--- src/rtl/if_pkg.sv ---
// Shared types and helpers for the instruction-fetch stage and its fetch queue.
package if_pkg;

    localparam int unsigned IF_XLEN = 32;
    localparam logic [IF_XLEN-1:0] NOP_INSTR_DEFAULT = 32'h0000_0013;

    typedef struct packed {
        logic [IF_XLEN-1:0] pc;
        logic [IF_XLEN-1:0] instr;
    } fq_entry_t;

    // Width needed to hold an occupancy value in the range 0..depth.
    function automatic int unsigned fq_count_width(input int unsigned depth);
        return $clog2(depth + 1);
    endfunction

endpackage

--- src/rtl/if_stage_q_fetch_queue.sv ---
// Synchronous FIFO of fetch entries with wrap-around pointers; clear beats push and pop.
module fetch_queue
    import if_pkg::*;
#(
    parameter int unsigned DEPTH = 4,
    localparam int unsigned PTR_W = $clog2(DEPTH),
    localparam int unsigned CNT_W = fq_count_width(DEPTH)
) (
    input  logic             clk,
    input  logic             reset,
    input  logic             clear,
    input  logic             push,
    input  fq_entry_t        push_data,
    input  logic             pop,
    output fq_entry_t        head,
    output logic [CNT_W-1:0] count
);

    fq_entry_t        mem_q [DEPTH];
    logic [PTR_W-1:0] wr_ptr_q, wr_ptr_d;
    logic [PTR_W-1:0] rd_ptr_q, rd_ptr_d;
    logic [CNT_W-1:0] count_q, count_d;
    logic             do_push, do_pop;
    logic             empty, full;

    assign empty = (count_q == '0);
    assign full  = (count_q == CNT_W'(DEPTH));

    // A full queue may still accept a push when the head leaves in the same cycle.
    assign do_pop  = pop & ~empty & ~clear;
    assign do_push = push & (~full | do_pop) & ~clear;

    always_comb begin
        wr_ptr_d = wr_ptr_q;
        rd_ptr_d = rd_ptr_q;
        count_d  = count_q;
        if (clear) begin
            wr_ptr_d = '0;
            rd_ptr_d = '0;
            count_d  = '0;
        end else begin
            if (do_push) begin
                wr_ptr_d = wr_ptr_q + PTR_W'(1);
            end
            if (do_pop) begin
                rd_ptr_d = rd_ptr_q + PTR_W'(1);
            end
            count_d = count_q + CNT_W'(do_push) - CNT_W'(do_pop);
        end
    end

    always_ff @(posedge clk) begin
        if (reset) begin
            wr_ptr_q <= '0;
            rd_ptr_q <= '0;
            count_q  <= '0;
        end else begin
            wr_ptr_q <= wr_ptr_d;
            rd_ptr_q <= rd_ptr_d;
            count_q  <= count_d;
        end
    end

    always_ff @(posedge clk) begin
        if (do_push) begin
            mem_q[wr_ptr_q] <= push_data;
        end
    end

    assign head  = mem_q[rd_ptr_q];
    assign count = count_q;

endmodule

--- src/rtl/if_stage_q.sv ---
// Instruction-fetch stage: drives a one-cycle-latency imem and buffers responses for decode.
// Optional performance counters are built when IF_PERF_EN is defined.
module if_stage_q
    import if_pkg::*;
#(
    parameter int unsigned        XLEN      = IF_XLEN,
    parameter logic [XLEN-1:0]    RESET_PC  = 32'h0000_0000,
    parameter int unsigned        FQ_DEPTH  = 4,
    parameter logic [XLEN-1:0]    NOP_INSTR = NOP_INSTR_DEFAULT
) (
    input  logic                                 clk,
    input  logic                                 reset,
    input  logic                                 is_flush,
    input  logic                                 is_stall,
    input  logic [XLEN-1:0]                      branch_target,
    output logic                                 imem_req,
    output logic [XLEN-1:0]                      imem_addr,
    input  logic [XLEN-1:0]                      imem_rdata,
    output logic                                 is_valid,
    output logic [XLEN-1:0]                      pc,
    output logic [XLEN-1:0]                      instr,
    output logic [fq_count_width(FQ_DEPTH)-1:0]  fq_count,
    output logic [31:0]                          perf_fetch_cnt,
    output logic [31:0]                          perf_flush_cnt
);

    localparam int unsigned CNT_W = fq_count_width(FQ_DEPTH);

    logic [XLEN-1:0] fetch_pc_q, fetch_pc_d;
    logic [XLEN-1:0] req_addr_q;
    logic            inflight_q;
    logic            pop, push;
    logic [CNT_W:0]  occupancy;
    fq_entry_t       push_entry;
    fq_entry_t       head;
    logic            unused_target_bits;

    assign unused_target_bits = ^branch_target[1:0];

    assign is_valid = (fq_count != '0);
    assign pop      = is_valid & ~is_stall & ~is_flush;
    assign push     = inflight_q & ~is_flush;

    // Slots committed after this cycle: queued plus in flight, minus the entry leaving now.
    assign occupancy = {1'b0, fq_count} + (CNT_W + 1)'(inflight_q) - (CNT_W + 1)'(pop);
    assign imem_req  = ~reset & ~is_flush & (occupancy < (CNT_W + 1)'(FQ_DEPTH));
    assign imem_addr = fetch_pc_q;

    always_comb begin
        fetch_pc_d = fetch_pc_q;
        if (is_flush) begin
            fetch_pc_d = {branch_target[XLEN-1:2], 2'b00};
        end else if (imem_req) begin
            fetch_pc_d = fetch_pc_q + XLEN'(4);
        end
    end

    always_ff @(posedge clk) begin
        if (reset) begin
            fetch_pc_q <= RESET_PC;
            inflight_q <= 1'b0;
            req_addr_q <= '0;
        end else begin
            fetch_pc_q <= fetch_pc_d;
            inflight_q <= imem_req;
            if (imem_req) begin
                req_addr_q <= imem_addr;
            end
        end
    end

    assign push_entry.pc    = req_addr_q;
    assign push_entry.instr = imem_rdata;

    fetch_queue #(
        .DEPTH (FQ_DEPTH)
    ) u_fetch_queue (
        .clk       (clk),
        .reset     (reset),
        .clear     (is_flush),
        .push      (push),
        .push_data (push_entry),
        .pop       (pop),
        .head      (head),
        .count     (fq_count)
    );

    assign pc    = is_valid ? head.pc : '0;
    assign instr = is_valid ? head.instr : NOP_INSTR;

`ifdef IF_PERF_EN
    logic [31:0] perf_fetch_q, perf_flush_q;

    always_ff @(posedge clk) begin
        if (reset) begin
            perf_fetch_q <= '0;
            perf_flush_q <= '0;
        end else begin
            if (push) begin
                perf_fetch_q <= perf_fetch_q + 32'd1;
            end
            if (is_flush) begin
                perf_flush_q <= perf_flush_q + 32'd1;
            end
        end
    end

    assign perf_fetch_cnt = perf_fetch_q;
    assign perf_flush_cnt = perf_flush_q;
`else
    assign perf_fetch_cnt = '0;
    assign perf_flush_cnt = '0;
`endif

endmodule

--- config.mk ---
export PLATFORM = sky130hd
export DESIGN_NAME = if_stage_q
export DESIGN_NICKNAME = d
export VERILOG_FILES = /design/src/rtl/if_pkg.sv /design/src/rtl/if_stage_q_fetch_queue.sv /design/src/rtl/if_stage_q.sv
export SDC_FILE = /design/constraint.sdc
export NUM_CORES = 1
export LEC_CHECK = 0
export ABC_AREA = 1
export CAP_MARGIN = 15
export CORE_AREA = 2 2 182 229
export DETAILED_ROUTE_END_ITERATION = 7
export DIE_AREA = 0 0 184 231
export GPL_ROUTABILITY_DRIVEN = 0
export PLACE_DENSITY_LB_ADDON = 0.25
export SLEW_MARGIN = 20
export SYNTH_ARGS = -nofsm -noshare
export SYNTH_HDL_FRONTEND = slang
export SYNTH_SLANG_ARGS = --single-unit
--- constraint.sdc ---
create_clock -name clk -period 6 [get_ports clk]
set_input_delay 1.5 -clock clk [delete_from_list [all_inputs] [get_ports clk]]
set_output_delay 1.5 -clock clk [all_outputs]
set_load 0.005 [all_outputs]
# Word level (Yosys, flattened, before mapping)

Memories as Yosys holds them, arrays and structs flattened. A register that Yosys moved wholly into a read port is not among the register bits.
Index checks and enable logic that the tools add are counted.

Add/sub/neg operators: 7
Order comparisons: 1
Equality and inequality tests: 1
Muxes and demuxes: 8
Bitwise logic cells: 15
Reductions and logical operators: 4

Operators by type and width:

| operator              | count |
|---|---|
| $mux 32               | 4 |
| $add 32x3->32 const B | 1 |
| $and 1x1->1           | 9 |
| $not 1->1             | 5 |
| $add 2x1->2 const B   | 2 |
| $add 3x1->4           | 1 |
| $lt 4x3->1 const B    | 1 |
| $mux 2                | 2 |
| $sub 4x1->4           | 1 |
| $add 3x1->3           | 1 |
| $eq 3x3->1 const B    | 1 |
| $logic_not 3->1       | 1 |
| $reduce_bool 3->1     | 1 |
| $sub 3x1->3           | 1 |
| $mux 1                | 2 |
| $reduce_bool 2->1     | 1 |
| $reduce_or 2->1       | 1 |
| $or 1x1->1            | 1 |

Bits in registers: 72
Memory bits (writable): 256
Input port bits: 68
Memories: 1

Memory list:

| name                | depth | width | rd ports | clocked after Yosys merged registers in | write ports | line                         | source |
|---|---|---|---|---|---|---|---|
| u_fetch_queue.mem_q | 4     | 64    | 1        | 1                                       | 1           | if_stage_q_fetch_queue.sv:19 | `fq_entry_t mem_q [DEPTH];` |

# Logic depth before layout (Yosys ltp)

Depth after elaboration: 10
Depth in mapped cells: 19
Depth with buffers taken out: 17

# Cells and area by module

From an unflattened synthesis, not the netlist that was laid out.

Cells, all modules: 1449
Area total of the unflattened synthesis: 14478.9 um^2

By module, submodules not included:

| module      | times used | cells an instance | area an instance (um^2) | seq. area each (um^2) |
|---|---|---|---|---|
| fetch_queue | 1          | 693               | 10000.8                 | 7867.5 |
| if_stage_q  | 1          | 756               | 4478.0                  | 1221.2 |

# Least setup slack after synthesis

Ideal clock, no wire load.

Path type: input-to-reg
Start: input is_flush
End: memory u_fetch_queue.mem_q[0][0] (netlist bit), enable pin
Arrival: 4.489 ns
Setup slack: 1.029 ns
Stages: 4
Cells stage by stage: buf_2 -> nor2_1 -> inv_1 -> nor2_1

Word-level cells in the longest chain between the ends: 9

RTL lines:

| what                           | line                         | source |
|---|---|---|
| start: declaration             | if_stage_q.sv:13             | `input logic is_flush,` |
| $not 1->1 *                    | -                            |  |
| $and 1x1->1                    | if_stage_q.sv:41             | `assign pop = is_valid & ~is_stall & ~is_flush;` |
| $and 1x1->1 (2 in a row)       | if_stage_q_fetch_queue.sv:30 | `assign do_pop = pop & ~empty & ~clear;` |
| $or 1x1->1                     | if_stage_q_fetch_queue.sv:31 | `assign do_push = push & (~full \| do_pop) & ~clear;` |
| $and 1x1->1                    | if_stage_q_fetch_queue.sv:31 |  |
| $and 1x1->1 *                  | if_stage_q_fetch_queue.sv:31 |  |
| via u_fetch_queue.do_push      | if_stage_q_fetch_queue.sv:23 | `logic do_push, do_pop;` |
| $mux 1 *                       | if_stage_q_fetch_queue.sv:65 | `if (do_push) begin` |
| $mux 1 (not written as such) * | if_stage_q_fetch_queue.sv:66 | `mem_q[wr_ptr_q] <= push_data;` |
| end: declaration               | if_stage_q_fetch_queue.sv:19 |  |

Mark *: on every way through the listed nets, which the timed path passes. The rest lies on a longest branch.

# Worst setup path after layout

Start: input is_stall
End: output imem_req

Word-level cells in the longest chain between the ends: 6

RTL lines:

| what                     | line             | source |
|---|---|---|
| start: declaration       | if_stage_q.sv:14 | `input logic is_stall,` |
| $not 1->1                | if_stage_q.sv:41 |  |
| $and 1x1->1 (2 in a row) | if_stage_q.sv:41 |  |
| $sub 4x1->4              | if_stage_q.sv:45 | `assign occupancy = {1'b0, fq_count} + (CNT_W + 1)'(inflight_q) - (CNT_W + 1)'(pop);` |
| $lt 4x3->1               | if_stage_q.sv:46 | `assign imem_req = ~reset & ~is_flush & (occupancy < (CNT_W + 1)'(FQ_DEPTH));` |
| $and 1x1->1              | if_stage_q.sv:46 |  |
| end: declaration         | if_stage_q.sv:16 | `output logic imem_req,` |

Every way passes these cells.

==> impl_metrics.json <==
{
  "reg2reg_to": "imem_addr[10]$_SDFFE_PP0P_",
  "combPwrFrac_pct": 6.0,
  "wl_mm": 34.79,
  "hold_viol": 0,
  "period_minus_slack_ns": 5.304,
  "rows": 83,
  "hold_depth": 2,
  "synth-seq-cells": 318,
  "seqPwrFrac_pct": 51.0,
  "slowest_delay_ns": 0.53,
  "start_kind": "input port",
  "path_buf_inv": 3,
  "diodes": 0,
  "rsz0062_at_grt": "no",
  "cts_made_buffers": 34,
  "synthMuxAreaShare_pct": 0,
  "antenna_found_initial": 0,
  "ys_async_sr_fraction_pct": 0,
  "synth-seq-area-share_pct": 63.35,
  "ir_drop_mv": 0.1771,
  "hold_class": "flip-flop to flip-flop",
  "finalNetCount": 1625,
  "dp_cells": 2020,
  "tightest_slew_ns": 1.032,
  "intPower_w": 0.003836,
  "final_common_cell": "nor2_1",
  "critical_path_arrival_ns": 3.80,
  "initialDrtViolationCount": 515,
  "antenna_left": 0,
  "port_buffers": 162,
  "clock_latency_ns": 0.52,
  "powerDensity_nw_per_um2": 288.3,
  "cp_max_fo": 3,
  "min_from": "u_fetch_queue.rd_ptr_q[1]$_SDFFE_PN0P_",
  "ff2ff_path_depth": 17,
  "wire_per_inst_um": 16.76,
  "cp-end-kind": "output pin",
  "synth_top_family_by_area": "simple AND/OR/NAND/NOR gates",
  "synth.distinct_cells": 35,
  "synth_area_leaders": "edfxtp_1 (53%), dfxtp_1 (10%), nor2_1 (8.2%)",
  "switching_share_pct": 21.34,
  "relSlewSlack_pct": 31.18,
  "post-dp-hpwl_mm": 20.53,
  "numClockSinks": 318,
  "rrSetupSlack_ns": 3.05,
  "avgSynthCellArea_um2": 9.941,
  "post-route-util_pct": 41.76,
  "pwr-share-clk_pct": 43.0,
  "post-cts-setup-buffer-count": 0,
  "route.detailed.drc": 0,
  "cp_cell_sequence": "clkdlybuf4s50_1 > nor3_1 > ha_1 > inv_1 > ha_1 > nand3_1 > nand2_1 > nand2_1 > nand3_1 > nor2_4 > clkdlybuf4s50_1",
  "crit_slowest_cell": "clkdlybuf4s50_1",
  "maxCapViolCount": 0,
  "instances_no_fill": 2076,
  "synth_top_area_cell": "edfxtp_1",
  "slew_viol_final": 0,
  "synth-simple-area-share_pct": 16.53,
  "fmax_ghz": 0.1885,
  "final_cell_mix": "nor2_1 (301), edfxtp_1 (248), nand2_1 (171)",
  "area_growth_pct": 21.09,
  "via_per_inst": 4.804,
  "path_clk_slew_ns": 0.06,
  "tritoncts": "done",
  "ctsResizeCount": 0,
  "post-route-period-util_pct": 88.40,
  "synthDominantCellAreaShare_pct": 53.32,
  "firstDrtPassIters": 5,
  "grt_pass1_vias": 9627,
  "synthAdderAreaFrac_pct": 1.039,
  "grt.overflow.total": 0,
  "grt_max_degree": 89,
  "path_class": "input port to output pin",
  "cts_hold_buf": 0,
  "fin_skew_ns": 0.01297,
  "die_width_um": 184,
  "finalSetupTns_ns": 0,
  "netlist_area_um2": 13970,
  "leakage_nw": 6.075,
  "synth_compound_area_share_pct": 11.00,
  "vias": 9974,
  "cp_data_required_time_ns": 4.50,
  "dieArea_um2": 42500,
  "pin_count": 233,
  "synth_cells": 1405,
  "start_util_pct": 34.49,
  "core_area_um2": 40500,
  "drive_above_1_share_pct": 6.194,
  "die_height_um": 231,
  "power_switching_w": 0.001041,
  "grt_pass1_wl_mm": 53.21,
  "crit-reg2reg-launch": "u_fetch_queue.count[1]$_SDFF_PN0_",
  "cts_root_buf": "clkbuf_16",
  "h-tree-depth": 2,
  "status": "completed",
  "cp_top_family": "buffers and inverters",
  "synth_xor_area_share_pct": 0.06271,
  "setup_violations": 0,
  "synth_ff_type": "edfxtp_1",
  "cts.path.max_buffers": 3,
  "yosysWarnings": 0,
  "synth-edff-count": 248,
  "grt_usage_pct": 16.20
}
==> per-stage QoR <==
step                hold WS [ns]  instance area [µm²]  power [W]  setup WS [ns]
finish                    0.4544                16910   0.004877         0.6957
global route              0.4977                16910   0.005059         0.5324
CTS                       0.4629                16910   0.004937         0.6529
detailed placement        0.4506                15800   0.002826         0.6664
global placement          0.4453                15800   0.002821         0.6416
floorplan                 0.4356                14220   0.002696          1.029
==> power by group through the flow <==
stage	registers [W]	clock network, W	logic (W)
6_report	0.00249	0.00210	0.000293
5_1_grt	0.00249	0.00224	0.000332
4_1_cts	0.00248	0.00215	0.000297
3_5_place_dp	0.00253	0	0.000295
3_3_place_gp	0.00253	0	0.000292
2_1_floorplan	0.00252	0	0.000181
==> flip-flops by register name (all words and copies together), names as in the netlist, named ones only <==
register and cells:
u_fetch_queue.wr_ptr_q 2, req_addr_q 30, u_fetch_queue.count 3, imem_addr 30, u_fetch_queue.mem_q 248, inflight_q 1
u_fetch_queue.rd_ptr_q 2
==> cell families (layout without fill, tap and decap cells) <==
| group | Yosys count | count (layout) |
|---|---|---|
| compound gates | 298 | 298 |
| xor+xnor | 1 | 1 |
| fa+ha+maj | 11 | 11 |
| buf+inv | 214 | 308 |
| flops | 318 | 318 |
| other cells | 1 | 68 |
| simple gates | 562 | 562 |
==> worst register-to-register path, stage by stage, from the launching register on <==
cell and delay, ns:
dfxtp_1 0.38, nor2_1 0.08, inv_1 0.09, nor2_4 0.04, nor3_1 0.18, ha_1 0.18, inv_1 0.04, ha_1 0.28
nand3_1 0.10, nand2_1 0.07, nand2_1 0.04, nand3_1 0.14, inv_1 0.08, nand2_2 0.27, nand2_2 0.27, inv_2 0.36
nand2_1 0.09, a21oi_1 0.15
==> routing by layer <==
layer,vias to the layer above,part of all wire (%),track usage (%)
li1,4911,-,-
met1,4709,43,19.96
met2,291,49,28.27
met3,63,5.0,2.950
met4,0,3.0,5.875
met5,-,0,0
==> Yosys cell counts, types with 2 or more instances <==
master	instances
inv_1	68
nand2_2	6
clkbuf_1	44
inv_2	5
a22oi_1	6
nor2_8	2
nor2_4	3
nand2_1	171
a21oi_1	116
ha_1	10
nand4_1	3
a21boi_0	2
buf_6	2
o21ai_1	9
o21ai_0	158
nor2_1	306
buf_2	20
o311ai_0	3
nor3_1	3
nand2_4	4
nand3_1	59
edfxtp_1	248
a21oi_2	3
dfxtp_1	70
buf_4	72
nor2_2	3
==> cell type report <==
type                    instances  area, µm²
well taps                     510      638.1
clock buffers                  46      983.4
inverters                      75      284.0
clock inverters                10      127.6
fillers                      3885      23590
flip-flops and latches        318       8853
repair buffers                177       1734
multi-input cells             940       4292
==> worst max-delay path by stage <==
stage,startpoint,to,cells after the start
finish,is_stall,imem_req,11
global route,is_stall,imem_req,11
CTS,is_stall,imem_req,11
detailed placement,is_stall,imem_req,11
global placement,is_stall,imem_req,11
floorplan,is_flush,u_fetch_queue.mem_q[0][0]$_DFFE_PP_,4
Power figures use the tool's default switching activity.
